==> config.mk <==
export PLATFORM = sky130hd
export DESIGN_NAME = dazzler_spi_tx
export DESIGN_NICKNAME = d
export VERILOG_FILES = /design/src/rtl/dazzler_spi_tx.sv
export SDC_FILE = /design/constraint.sdc
export NUM_CORES = 1
export LEC_CHECK = 0
export CAP_MARGIN = 40
export CORE_MARGIN = 2
export CORE_UTILIZATION = 59
export CTS_BUF_LIST = sky130_fd_sc_hd__clkbuf_4 sky130_fd_sc_hd__clkbuf_8
export CTS_CLUSTER_SIZE = 14
export DETAILED_ROUTE_END_ITERATION = 6
export GPL_TIMING_DRIVEN = 0
export PLACE_DENSITY_LB_ADDON = 0.05
export SETUP_SLACK_MARGIN = 0.02
export SYNTH_ARGS = -nofsm -noshare
export SYNTH_HDL_FRONTEND = slang
export SYNTH_SLANG_ARGS = --single-unit
==> constraint.sdc <==
create_clock -name CLK25MHz -period 3.9 [get_ports CLK25MHz]
set_input_delay 0.585 -clock CLK25MHz [delete_from_list [all_inputs] [get_ports CLK25MHz]]
set_output_delay 0.585 -clock CLK25MHz [all_outputs]
set_load 0.005 [all_outputs]
==> src/rtl/dazzler_spi_tx.sv <==
// dazzler_spi_tx: serialises one 64x64 RGBI frame onto the dazzler SPI link.
// Reads a 4-bit-per-pixel framebuffer through a synchronous read port and sends
// it in quadrant order (TL, TR, BL, BR), each pixel LSB first (I, B, G, R).
// Ports:
//   CLK25MHz  system clock
//   rst_n     asynchronous active-low reset
//   start     single-cycle frame request, honoured only while idle
//   busy      high from accepted start until done
//   done      one-cycle pulse after the trailing gap
//   pix_addr  framebuffer address {row[5:0], col[5:0]}
//   pix_data  framebuffer data {R,G,B,I}, valid one clock after pix_addr changes
//   sclk      serial clock, idle low
//   vsync     frame sync, low only during the sync burst
//   cs        chip select, active low during pixel data
//   mosi      serial data, launched at the start of each sclk low phase
// Build option: define DAZZLER_TX_AUTO_EN to send frames back to back forever,
// the first one GAP_CLKS cycles after reset; start is then ignored.
module dazzler_spi_tx #(
    parameter int SCLK_DIV  = 2,
    parameter int SYNC_CLKS = 2,
    parameter int GAP_CLKS  = 16
) (
    input  logic        CLK25MHz,
    input  logic        rst_n,
    input  logic        start,
    output logic        busy,
    output logic        done,
    output logic [11:0] pix_addr,
    input  logic [3:0]  pix_data,
    output logic        sclk,
    output logic        vsync,
    output logic        cs,
    output logic        mosi
);
    localparam int DW = $clog2(SCLK_DIV + 1);
    localparam int GW = $clog2(GAP_CLKS + 1);
    localparam int SW = $clog2(SYNC_CLKS + 1);

    typedef enum logic [2:0] {IDLE, SYNC, GAP1, SHIFT, GAP2} state_t;

    state_t          state_q, state_d;
    logic [DW-1:0]   div_q, div_d;
    logic [GW-1:0]   gap_q, gap_d;
    logic [SW-1:0]   syn_q, syn_d;
    logic [1:0]      bit_q, bit_d;
    logic [11:0]     pix_q, pix_d;
    logic [3:0]      sreg_q, sreg_d;
    logic [3:0]      nxt_q, nxt_d;
    logic [1:0]      pf_q, pf_d;
    logic [11:0]     addr_q, addr_d;
    logic            sclk_q, sclk_d;
    logic            vsync_q, vsync_d;
    logic            cs_q, cs_d;
    logic            mosi_q, mosi_d;
    logic            busy_q, busy_d;
    logic            done_q, done_d;
    logic            tick;
    logic            go;

    // Wire index n -> framebuffer address: n[11] picks the bottom half, n[10]
    // the right half, n[9:5] and n[4:0] are row/col inside the quadrant.
    function automatic logic [11:0] pix_map(input logic [11:0] n);
        return {n[11], n[9:5], n[10], n[4:0]};
    endfunction

    always_comb begin
        state_d = state_q;
        div_d   = div_q;
        gap_d   = gap_q;
        syn_d   = syn_q;
        bit_d   = bit_q;
        pix_d   = pix_q;
        sreg_d  = sreg_q;
        nxt_d   = nxt_q;
        pf_d    = {pf_q[0], 1'b0};
        addr_d  = addr_q;
        sclk_d  = sclk_q;
        vsync_d = vsync_q;
        cs_d    = cs_q;
        mosi_d  = mosi_q;
        busy_d  = busy_q;
        done_d  = 1'b0;
        go      = 1'b0;
        tick    = div_q == DW'(SCLK_DIV - 1);
        // pf_q[1] marks the cycle in which the prefetched pixel is valid
        if (pf_q[1]) nxt_d = pix_data;
        case (state_q)
            IDLE: begin
`ifdef DAZZLER_TX_AUTO_EN
                gap_d = gap_q + 1'b1;
                go    = gap_q == GW'(GAP_CLKS - 1);
`else
                go    = start;
`endif
            end
            SYNC: begin
                div_d = tick ? '0 : div_q + 1'b1;
                if (tick) begin
                    sclk_d = ~sclk_q;
                    if (sclk_q && syn_q == SW'(SYNC_CLKS - 1)) begin
                        state_d = GAP1;
                        vsync_d = 1'b1;
                        gap_d   = '0;
                        addr_d  = '0;
                    end else if (sclk_q) begin
                        syn_d = syn_q + 1'b1;
                    end
                end
            end
            GAP1: begin
                gap_d = gap_q + 1'b1;
                if (gap_q == GW'(GAP_CLKS - 1)) begin
                    state_d = SHIFT;
                    cs_d    = 1'b0;
                    sreg_d  = pix_data;
                    mosi_d  = pix_data[0];
                    bit_d   = '0;
                    pix_d   = '0;
                    div_d   = '0;
                    addr_d  = pix_map(12'd1);
                    pf_d[0] = 1'b1;
                end
            end
            SHIFT: begin
                div_d = tick ? '0 : div_q + 1'b1;
                if (tick) begin
                    sclk_d = ~sclk_q;
                    // falling sclk: the current bit has been sampled
                    if (sclk_q && bit_q == 2'd3 && pix_q == 12'd4095) begin
                        state_d = GAP2;
                        cs_d    = 1'b1;
                        mosi_d  = 1'b0;
                        gap_d   = '0;
                    end else if (sclk_q && bit_q == 2'd3) begin
                        pix_d   = pix_q + 12'd1;
                        bit_d   = '0;
                        sreg_d  = nxt_q;
                        mosi_d  = nxt_q[0];
                        addr_d  = pix_q == 12'd4094 ? addr_q : pix_map(pix_q + 12'd2);
                        pf_d[0] = 1'b1;
                    end else if (sclk_q) begin
                        bit_d  = bit_q + 2'd1;
                        sreg_d = {1'b0, sreg_q[3:1]};
                        mosi_d = sreg_q[1];
                    end
                end
            end
            GAP2: begin
                gap_d = gap_q + 1'b1;
                if (gap_q == GW'(GAP_CLKS - 1)) begin
                    done_d = 1'b1;
`ifdef DAZZLER_TX_AUTO_EN
                    go = 1'b1;
`else
                    state_d = IDLE;
                    busy_d  = 1'b0;
`endif
                end
            end
            default: state_d = IDLE;
        endcase
        if (go) begin
            state_d = SYNC;
            busy_d  = 1'b1;
            vsync_d = 1'b0;
            cs_d    = 1'b1;
            sclk_d  = 1'b0;
            div_d   = '0;
            syn_d   = '0;
        end
    end

    always_ff @(posedge CLK25MHz or negedge rst_n) begin
        if (!rst_n) begin
            state_q <= IDLE;
            div_q   <= '0;
            gap_q   <= '0;
            syn_q   <= '0;
            bit_q   <= '0;
            pix_q   <= '0;
            sreg_q  <= '0;
            nxt_q   <= '0;
            pf_q    <= '0;
            addr_q  <= '0;
            sclk_q  <= 1'b0;
            vsync_q <= 1'b1;
            cs_q    <= 1'b1;
            mosi_q  <= 1'b0;
            busy_q  <= 1'b0;
            done_q  <= 1'b0;
        end else begin
            state_q <= state_d;
            div_q   <= div_d;
            gap_q   <= gap_d;
            syn_q   <= syn_d;
            bit_q   <= bit_d;
            pix_q   <= pix_d;
            sreg_q  <= sreg_d;
            nxt_q   <= nxt_d;
            pf_q    <= pf_d;
            addr_q  <= addr_d;
            sclk_q  <= sclk_d;
            vsync_q <= vsync_d;
            cs_q    <= cs_d;
            mosi_q  <= mosi_d;
            busy_q  <= busy_d;
            done_q  <= done_d;
        end
    end

    assign sclk     = sclk_q;
    assign vsync    = vsync_q;
    assign cs       = cs_q;
    assign mosi     = mosi_q;
    assign busy     = busy_q;
    assign done     = done_q;
    assign pix_addr = addr_q;
endmodule

==> results.py, run 1 <==
metrics = {
    "floorplanning": {
        "area_enclosed_by_the_die_boundary_um2": 5450,
        "core_area_um2": 4720,
        "initial_utilization_pct": 60.9,
        "rows": 25,
        "dieHeight_um": 73.8,
        "io_pins": 25,
        "fp.dieW_um": 73.8,
    },
    "cells_and_area": {
        "final_core_util_pct": 70.0,
        "fraction_of_layout_cells_with_a_size_suffix_above_1_pct": 15.0,
        "filler_cell_count": 386,
        "area_growth_pct": 14.9,
        "antennaDiodeCount": 0,
        "layout.nets": 335,
    },
    "routing": {
        "routed_wirelength_um": 5920,
        "avgViaCountPerCell": 5.82,
        "vias": 2257,
        "drt.antenna.violating_nets": 0,
        "route.detailed.drc": 0,
        "drt-pass1-iter-count": 4,
        "drt_first_iter_violations": 225,
        "routedWlPerCell_um": 15.3,
    },
    "yosys": {
        "mappedNetlistNets": 303,
        "synth.distinct_cells": 62,
        "synth_enable_flop_cells": 0,
        "synthCells": 289,
        "synth-seq-cells": 53,
        "seq_area_frac_synth_pct": 46.2,
        "synth_area_per_cell_um2": 9.96,
        "synth_top_flop_cell": "dfrtp_1",
        "number_of_warnings_reported_in_the_yosys_synthesis_log": 0,
        "mappedNetlistArea_um2": 2880,
        "synth_async_reset_ratio_pct": 100,
    },
    "critical_path": {
        "reg2reg_depth": 8,
        "worstPathCellList": "ha_1 -> and3_1 -> ha_1 -> nor4bb_1 -> buf_2 -> a31o_2 -> a21boi_2 -> o22ai_1",
        "cpMostUsedCell": "ha_1",
        "crit_path_max_fanout": 10,
        "cp.required_ns": 4.06,
        "setup.reg_to_reg.worst_slack_ns": 1.42,
        "cpPeakStageDelay_ns": 0.41,
        "worst-path-stages": 8,
        "number_of_buffers_and_inverters_on_the_critical_path": 1,
        "cp_slowest_cell": "dfrtp_1",
        "worst-endpoint-arrival_ns": 2.64,
        "critical_path.top_delay_family": "compound AO/OA/AOI/OAI gates",
        "worst_setup_path_start_kind": "register",
        "path_class": "reg2reg",
        "end_kind": "register",
    },
    "cts": {
        "ctsRootBufferMaster": "clkbuf_8",
        "cts_hold_repair.buffers": 0,
        "cts_buffer_depth": 2,
        "cts.sinks": 53,
        "htree_levels": 2,
        "tritoncts.num_buffers": 5,
        "clkLatencyLatePin_ns": 0.30,
        "post_cts.repair.setup_buffers": 0,
        "clk_pin_slew_worst_paths_ns": 0.09,
        "cts_resized": 0,
        "cts_tree": "done",
    },
    "worst_hold_path": {
        "holdCritPathClass": "in2async",
    },
    "grt": {
        "track_usage_pct": 24.2,
        "initial_antenna_violation_count": 0,
        "largest_net_degree_at_the_start_of_global_routing": 32,
        "overflow": 0,
        "grt_first_pass_wirelength_um": 10200,
        "vias_in_the_first_global_route": 2211,
    },
    "sta": {
        "timing.final.hold_violations": 0,
        "report.final.setup_viol": 0,
        "timing.clock.skew_ns": 0.00261,
        "final_period_minus_worst_setup_slack_ns": 2.48,
        "max_slew_margin_pct": 61.0,
        "unrepaired_setup_endpoints_after_global_routing": "no",
        "setup_ws_ns": 1.42,
        "max_freq_mhz": 403,
        "totalNegativeSetupSlack_ns": 0,
        "final_report_max_slew_violation_count": 0,
        "worstMarginPinSlew_ns": 0.582,
        "min_period_over_period_pct": 63.6,
    },
    "placement": {
        "detailed_placer_s_ending_hpwl_um": 4370,
        "dp_slack_ns": 1.43,
        "port-buffer-count": 24,
        "gp_congestion": 0.888,
    },
    "power": {
        "power_after_layout_mw": 1.58,
        "ir_worst_vdd_v": 0.000330,
        "power.leakage_nw": 1.41,
        "pwr_density_cell_nw_per_um2": 479,
    },
    "status": {
        "status": "finished clean",
    },
    "flow_run": {
        "maxCapViolCount": 0,
    },
}
-- routing by layer --
| metal | part of all wire, % | up-vias | global-route usage [%] |
|---|---|---|---|
| li1 | - | 1101 | - |
| met1 | 43 | 1087 | 31.1 |
| met2 | 52 | 63 | 41.6 |
| met3 | 4.3 | 6 | 3.70 |
| met4 | 1.3 | 0 | 8.08 |
| met5 | 0 | - | 0 |
-- registers in the layout, summed over array words and instances, names as in the netlist, 3 cells and up --
register,count
pix_addr,12
gap_q,5
pix_q,12
sreg_q,3
state_q,3
nxt_q,4
-- power by group --
| group | switching (mW) | internal, mW | total [mW] |
|---|---|---|---|
| logic | 0.278 | 0.233 | 0.511 |
| clock network | 0.163 | 0.148 | 0.311 |
| registers | 0.0902 | 0.673 | 0.763 |
-- final cells by class --
class	count	area [um2]	share of cell area [%]
plain buffers	14	82.6	2.50
clock buffers	7	90.1	2.72
inverters	10	37.5	1.14
multi-input cells	212	1430	43.2
flip-flops and latches	53	1330	40.2
well taps	67	83.8	2.53
repair buffers	25	255	7.72
-- cells in the final DEF (no fill, tap or decap), types with 7 or more instances in the layout --
cell             Yosys  layout
a21oi_1             13      13
buf_2                9      10
clkdlybuf4s50_1      0      23
dfrtp_1             51      51
ha_1                 7       7
inv_1               10      10
nand2_1             29      29
nand3_1             15      15
nand4_1              9       9
nor2_1              30      30
o21ai_0             15      15
o31ai_1              7       7
xnor2_1              8       8
xor2_1              10      10
-- kinds of logic (layout without fill, tap and decap cells) --
logic type	after synthesis	in the layout	share of synthesized area, %
AOI/OAI and AO/OA	64	64	15.0
muxes	7	7	2.78
xor gates and xnor gates	18	18	5.48
and+or+nand+nor	115	115	23.0
DFF	53	53	46.2
adders and majority gates	8	8	3.39
buffers and inverters	24	56	4.17
-- Yosys cell counts (4+ instances only) --
master,number,area [um2]
nor2_1,30,113
o22ai_1,5,31.3
mux2_2,4,45.0
xor2_1,10,87.6
a31oi_1,5,31.3
o31ai_1,7,52.6
a21oi_1,13,65.1
dfrtp_1,51,1280
and3_1,4,25.0
nand2_1,29,109
xnor2_1,8,70.1
inv_1,10,37.5
ha_1,7,87.6
nand3_1,15,75.1
buf_2,9,45.0
nand4_1,9,56.3
o21ai_0,15,75.1
-- final timing paths --
kind                           from          end
max in group asynchronous     rst_n     pix_q[8]
hold / removal                rst_n  pix_addr[6]
setup / recovery           gap_q[0]     bit_q[1]
hold reg to reg             pf_q[0]      pf_q[1]
setup reg to reg           gap_q[0]     bit_q[1]
min in group CLK25MHz       pf_q[0]      pf_q[1]
-- stage by stage --
step / instances / instance area (um2) / hold WS (ns)
finish: 388 / 3310 / 0.258
global route: 388 / 3310 / 0.298
CTS: 388 / 3310 / 0.269
detailed placement: 381 / 3220 / 0.349
global placement: 380 / 3200 / 0.334
floorplan: 289 / 2880 / 0.289
(Power assumes the default switching activity.)
==> inputs of run 2 (changes only) <==
clock period = 2.4 ns   (was 3.9 ns; I/O delays follow)
==> run 2 against run 1 <==
Net effect:
- register-to-register slack got worse by 1.3 ns
- non-clock buffer count rose by 4
- critical path depth did not move
- sequential power rose by 63%
- global-route usage rose by 0.058 points
- worst hold slack got worse by 0.23 ns
- design area rose by 1.9%
- clock-buffer cell count did not move
- combinational power rose by 70%
- critical path type unchanged
- critical endpoint is now pix_q[9]
- largest cell class unchanged
==> results.py, run 2 (same netlist as run 1, synthesis figures left out) <==
metrics = {
    "cts": {
        "cts_buffer_depth": 2,
        "cts_tree": "done",
        "htree_levels": 2,
        "cts.sinks": 53,
        "clk_pin_slew_worst_paths_ns": 0.09,
        "ctsRootBufferMaster": "clkbuf_8",
        "clkLatencyLatePin_ns": 0.30,
        "tritoncts.num_buffers": 5,
    },
    "routing": {
        "drt.antenna.violating_nets": 0,
        "route.met2.wl_um": 3190,
        "top_layer_used": "met4",
        "met3_length_um": 257,
        "drt-pass1-iter-count": 4,
        "wl_met1_um": 2560,
        "vias": 2319,
        "drt_first_iter_violations": 260,
        "route.detailed.drc": 0,
        "routed_wirelength_um": 6090,
        "avgViaCountPerCell": 5.92,
        "routedWlPerCell_um": 15.5,
    },
    "power": {
        "pwr_density_cell_nw_per_um2": 777,
        "internal_dissipation_mw": 1.73,
        "p_comb_share_pct": 33.2,
        "switchingPower_uw": 886,
        "power.share.switching_pct": 33.8,
        "flop_pwr_share_pct": 47.4,
        "power.clock.fraction_pct": 19.4,
        "ir_worst_vdd_v": 0.000530,
        "power.leakage_nw": 1.43,
    },
    "critical_path": {
        "crit_path_max_fanout": 8,
        "worst-endpoint-arrival_ns": 2.47,
        "path_class": "reg2reg",
        "worst_setup_path_start_kind": "register",
        "cp.required_ns": 2.63,
        "end_kind": "register",
    },
    "cells_and_area": {
        "layout.cells.most_common": "dfrtp_1",
        "fraction_of_layout_cells_with_a_size_suffix_above_1_pct": 16.9,
        "most-common-layout-cells": "dfrtp_1 (51), nor2_1 (30), nand2_1 (29)",
        "antennaDiodeCount": 0,
        "filler_cell_count": 373,
        "area_of_the_multi_input_gates_um2": 1460,
        "layout.nets": 339,
        "seq_area_um2": 1330,
        "area_growth_pct": 17.1,
    },
    "grt": {
        "vias_in_the_first_global_route": 2219,
        "initial_antenna_violation_count": 0,
        "overflow": 0,
        "largest_net_degree_at_the_start_of_global_routing": 32,
        "track_usage_pct": 24.2,
        "grt_first_pass_wirelength_um": 10200,
    },
    "floorplanning": {
        "dieHeight_um": 73.8,
        "area_enclosed_by_the_die_boundary_um2": 5450,
        "rows": 25,
        "fp.dieW_um": 73.8,
        "initial_utilization_pct": 60.9,
        "io_pins": 25,
        "core_area_um2": 4720,
    },
    "sta": {
        "report.final.setup_viol": 0,
        "timing.final.hold_violations": 0,
        "timing.clock.skew_ns": 0.00536,
        "final_report_max_slew_violation_count": 0,
        "min_period_over_period_pct": 93.4,
        "totalNegativeSetupSlack_ns": 0,
        "unrepaired_setup_endpoints_after_global_routing": "no",
        "hold_ws_ns": 0.0298,
        "final_period_minus_worst_setup_slack_ns": 2.24,
        "max_freq_mhz": 446,
        "worstMarginPinSlew_ns": 0.588,
        "max_slew_margin_pct": 60.6,
    },
    "flow_run": {
        "maxCapViolCount": 0,
    },
    "placement": {
        "gp_congestion": 0.888,
        "detailed_placer_s_ending_hpwl_um": 4370,
        "port-buffer-count": 24,
    },
    "status": {
        "status": "finished clean",
    },
    "worst_hold_path": {
        "holdCritPathClass": "in2async",
    },
}
run 2: cell types whose count changed in the layout (fill, tap and decap cells not counted), sizes merged:
cell / before / now
buf: 15 / 19
run 2: final timing paths:
check                      startpoint           to  slack [ns]  cells after the start
setup / recovery             gap_q[0]     pix_q[9]        0.16                      8
hold / removal                  rst_n  pix_addr[6]        0.03                      1
min in group CLK25MHz         pf_q[0]      pf_q[1]        0.37                      0
setup reg to reg             gap_q[0]     pix_q[9]        0.16                      8
max in group asynchronous       rst_n     bit_q[0]        1.83                      2
hold reg to reg               pf_q[0]      pf_q[1]        0.37                      0
run 2: final cells by class:
type                            count  share of cell area (%)
Buffer                             14                    2.53
Clock buffer                        7                    2.67
Inverter                           10                    1.11
Multi-Input combinational cell    212                    43.3
Sequential cell                    53                    39.4
Tap cell                           67                    2.49
Timing Repair Buffer               29                    8.47
run 2: power by group through the flow:
stage / clock [mW] / combinational [mW] / sequential (mW)
global route: 0.559 / 0.973 / 1.27
floorplan: 0 / 0.581 / 1.22
global placement: 0 / 0.802 / 1.25
finish: 0.509 / 0.869 / 1.24
CTS: 0.530 / 0.839 / 1.24
detailed placement: 0 / 0.829 / 1.26
run 2: through the flow:
| step | util [%] | total power [mW] | setup slack [ns] | cells | cell area, um2 |
|---|---|---|---|---|---|
| final | 71.3 | 2.62 | 0.158 | 392 | 3370 |
| after global routing | 71.3 | 2.80 | 0.00759 | 392 | 3370 |
| after floorplan | - | 1.81 | 0.310 | 289 | 2880 |
| after global placement | 67.8 | 2.05 | -0.585 | 380 | 3200 |
| after detailed placement | 68.1 | 2.09 | -0.0717 | 381 | 3220 |
| after CTS | 70.1 | 2.61 | 0.0469 | 388 | 3310 |
run 2: timing repair:
| item | in CTS | in global routing |
|---|---|---|
| setup buffers | 0 | 4 |
| resized for setup | 2 | 4 |
| hold buffers | 0 | 0 |
| setup endpoints to repair | 14 | 17 |
| cloned | 0 | 0 |
run 2: layer usage:
layer  vias to the layer above  global-route usage, %
met5                         -                      0
met4                         0                   8.08
met3                         7                   3.70
met2                        73                   41.8
met1                      1130                   31.1
li1                       1109                      -
run 2: critical path: stages, from the launching register on:
cell and delay, ns:
dfrtp_1 0.42, ha_1 0.21, and3_1 0.22, ha_4 0.20, nor4bb_1 0.28, buf_4 0.20
a21oi_2 0.07, or4_1 0.49, o21ai_1 0.09
==> inputs of run 3 (changes only) <==
CORE_UTILIZATION = 40   (was 59)
MAX_ROUTING_LAYER = met4   (was not set)
==> run 3 against run 2 <==
Net effect:
- via count decreased by 3.2%
- die area increased by 45%
- first-iteration DRC count decreased by 71%
- routed wire length increased by 6.1%
- global-route usage decreased by 5.9 points
- non-clock buffer count decreased by 1
- clock-buffer cell count decreased by 2
- utilization decreased by 22 points
- sequential power about the same
- critical endpoint is now bit_q[1]
==> results.py, run 3 (same netlist as run 1, synthesis figures left out) <==
metrics = {
    "power": {
        "flop_pwr_share_pct": 45.9,
        "power.clock.fraction_pct": 22.0,
        "internal_dissipation_mw": 1.80,
        "power.share.switching_pct": 33.5,
        "power.leakage_nw": 1.43,
        "switchingPower_uw": 906,
        "power_after_layout_mw": 2.70,
        "pwr_density_cell_nw_per_um2": 790,
        "p_comb_share_pct": 32.0,
        "ir_worst_vdd_v": 0.000382,
    },
    "critical_path": {
        "cp_slowest_cell": "dfrtp_1",
        "number_of_buffers_and_inverters_on_the_critical_path": 1,
        "worst-endpoint-arrival_ns": 2.34,
        "worstPathCellList": "ha_1 -> and3_1 -> ha_4 -> nor4bb_1 -> buf_4 -> a31o_2 -> a21boi_4 -> o22ai_1",
        "end_kind": "register",
        "worst_setup_path_start_kind": "register",
        "crit_path_max_fanout": 8,
        "timing.rr.start": "gap_q[0]",
        "path_class": "reg2reg",
        "critical_path.top_delay_family": "compound AO/OA/AOI/OAI gates",
        "cpPeakStageDelay_ns": 0.41,
        "startpoint_of_the_worst_setup_timing_path": "gap_q[0]",
        "cp.required_ns": 2.56,
        "setup.reg_to_reg.worst_slack_ns": 0.22,
    },
    "cts": {
        "htree_levels": 2,
        "ctsRootBufferMaster": "clkbuf_8",
        "clkLatencyLatePin_ns": 0.31,
        "cts_buffer_depth": 2,
        "cts_hold_repair.buffers": 0,
        "tritoncts.num_buffers": 5,
        "cts.sinks": 53,
        "cts_tree": "done",
        "clk_pin_slew_worst_paths_ns": 0.09,
    },
    "sta": {
        "timing.final.hold_violations": 0,
        "timing.clock.skew_ns": 0.00780,
        "final_period_minus_worst_setup_slack_ns": 2.18,
        "max_freq_mhz": 458,
        "report.final.setup_viol": 0,
        "unrepaired_setup_endpoints_after_global_routing": "yes",
        "final_report_max_slew_violation_count": 0,
        "max_slew_margin_pct": 57.6,
        "setup_ws_ns": 0.218,
        "totalNegativeSetupSlack_ns": 0,
        "worstMarginPinSlew_ns": 0.632,
        "min_period_over_period_pct": 90.9,
    },
    "cells_and_area": {
        "seq_area_um2": 1330,
        "fin_area_um2": 3420,
        "area_of_the_multi_input_gates_um2": 1470,
        "layout.cells.most_common": "dfrtp_1",
        "layout.nets": 338,
        "area_growth_pct": 19.0,
        "antennaDiodeCount": 0,
        "filler_cell_count": 668,
        "most-common-layout-cells": "dfrtp_1 (51), nor2_1 (30), nand2_1 (29)",
        "fraction_of_layout_cells_with_a_size_suffix_above_1_pct": 16.7,
        "instances_no_fill": 420,
    },
    "grt": {
        "track_usage_pct": 18.4,
        "grt_most_used_layer": "met2",
        "gr-usage-met3_pct": 3.17,
        "overflow": 0,
        "vias_in_the_first_global_route": 2155,
        "initial_antenna_violation_count": 0,
        "grt_first_pass_wirelength_um": 10800,
        "global_route.usage.met1_pct": 24.2,
        "grt_util_met2_pct": 29.4,
        "largest_net_degree_at_the_start_of_global_routing": 28,
    },
    "placement": {
        "place_inst": 410,
        "gp_congestion": 0.820,
        "detailed_placer_s_ending_hpwl_um": 4630,
        "port-buffer-count": 24,
        "placed_cell_area_um2": 3250,
        "dp_slack_ns": -0.0779,
    },
    "flow_run": {
        "maxCapViolCount": 0,
    },
    "routing": {
        "routed_wirelength_um": 6460,
        "route.detailed.drc": 0,
        "drt-pass1-iter-count": 4,
        "drt_first_iter_violations": 75,
        "routedWlPerCell_um": 15.4,
        "vias": 2244,
        "drt.antenna.violating_nets": 0,
        "avgViaCountPerCell": 5.34,
    },
    "floorplanning": {
        "core_area_um2": 6870,
        "rows": 30,
        "initial_utilization_pct": 41.9,
        "io_pins": 25,
        "fp.dieW_um": 88.8,
        "dieHeight_um": 88.8,
        "area_enclosed_by_the_die_boundary_um2": 7890,
    },
    "worst_hold_path": {
        "holdCritPathClass": "in2async",
    },
    "status": {
        "status": "finished clean",
    },
}
==> run 3: what timing repair did <==
item,CTS,global route
gates cloned,0,0
buffers inserted,0,3
setup endpoints to repair,17,17
gates resized for setup,3,4
==> run 3: per-stage QoR <==
step | hold slack, ns | util (%)
6_report | 0.0566 | 49.8
3_3_place_gp | 0.333 | 47.1
4_1_cts | 0.0734 | 49.0
5_1_grt | 0.0988 | 49.8
3_5_place_dp | 0.345 | 47.4
2_1_floorplan | 0.0644 | -
==> run 3: final cells by class <==
class	count	share of cell area [%]
Clock buffer	5	2.01
Multi-Input combinational cell	212	42.9
Tap cell	96	3.51
Inverter	10	1.10
Clock inverter	2	1.02
Sequential cell	53	38.8
Buffer	14	2.49
Timing Repair Buffer	28	8.11
==> run 3: path summary, 6_finish.rpt <==
check / cells after the start / end
min in group CLK25MHz: 0 / pf_q[1]
max reg2reg: 8 / bit_q[1]
min: 1 / pix_addr[3]
max: 8 / bit_q[1]
max in group asynchronous: 2 / vsync
min reg2reg: 0 / pf_q[1]
==> run 3: power by group through the flow <==
stage / Clock [mW] / Sequential, mW / Combinational (mW)
final: 0.596 / 1.24 / 0.865
after global routing: 0.650 / 1.27 / 0.974
after CTS: 0.610 / 1.24 / 0.842
after detailed placement: 0 / 1.26 / 0.834
after global placement: 0 / 1.25 / 0.822
after floorplan: 0 / 1.22 / 0.581
==> run 3: per-layer routing <==
| metal | share of wire, % | vias to the layer above |
|---|---|---|
| met5 | 0 | - |
| met4 | 0.98 | 0 |
| met3 | 2.4 | 5 |
| met2 | 47 | 31 |
| met1 | 50 | 1095 |
| li1 | - | 1113 |
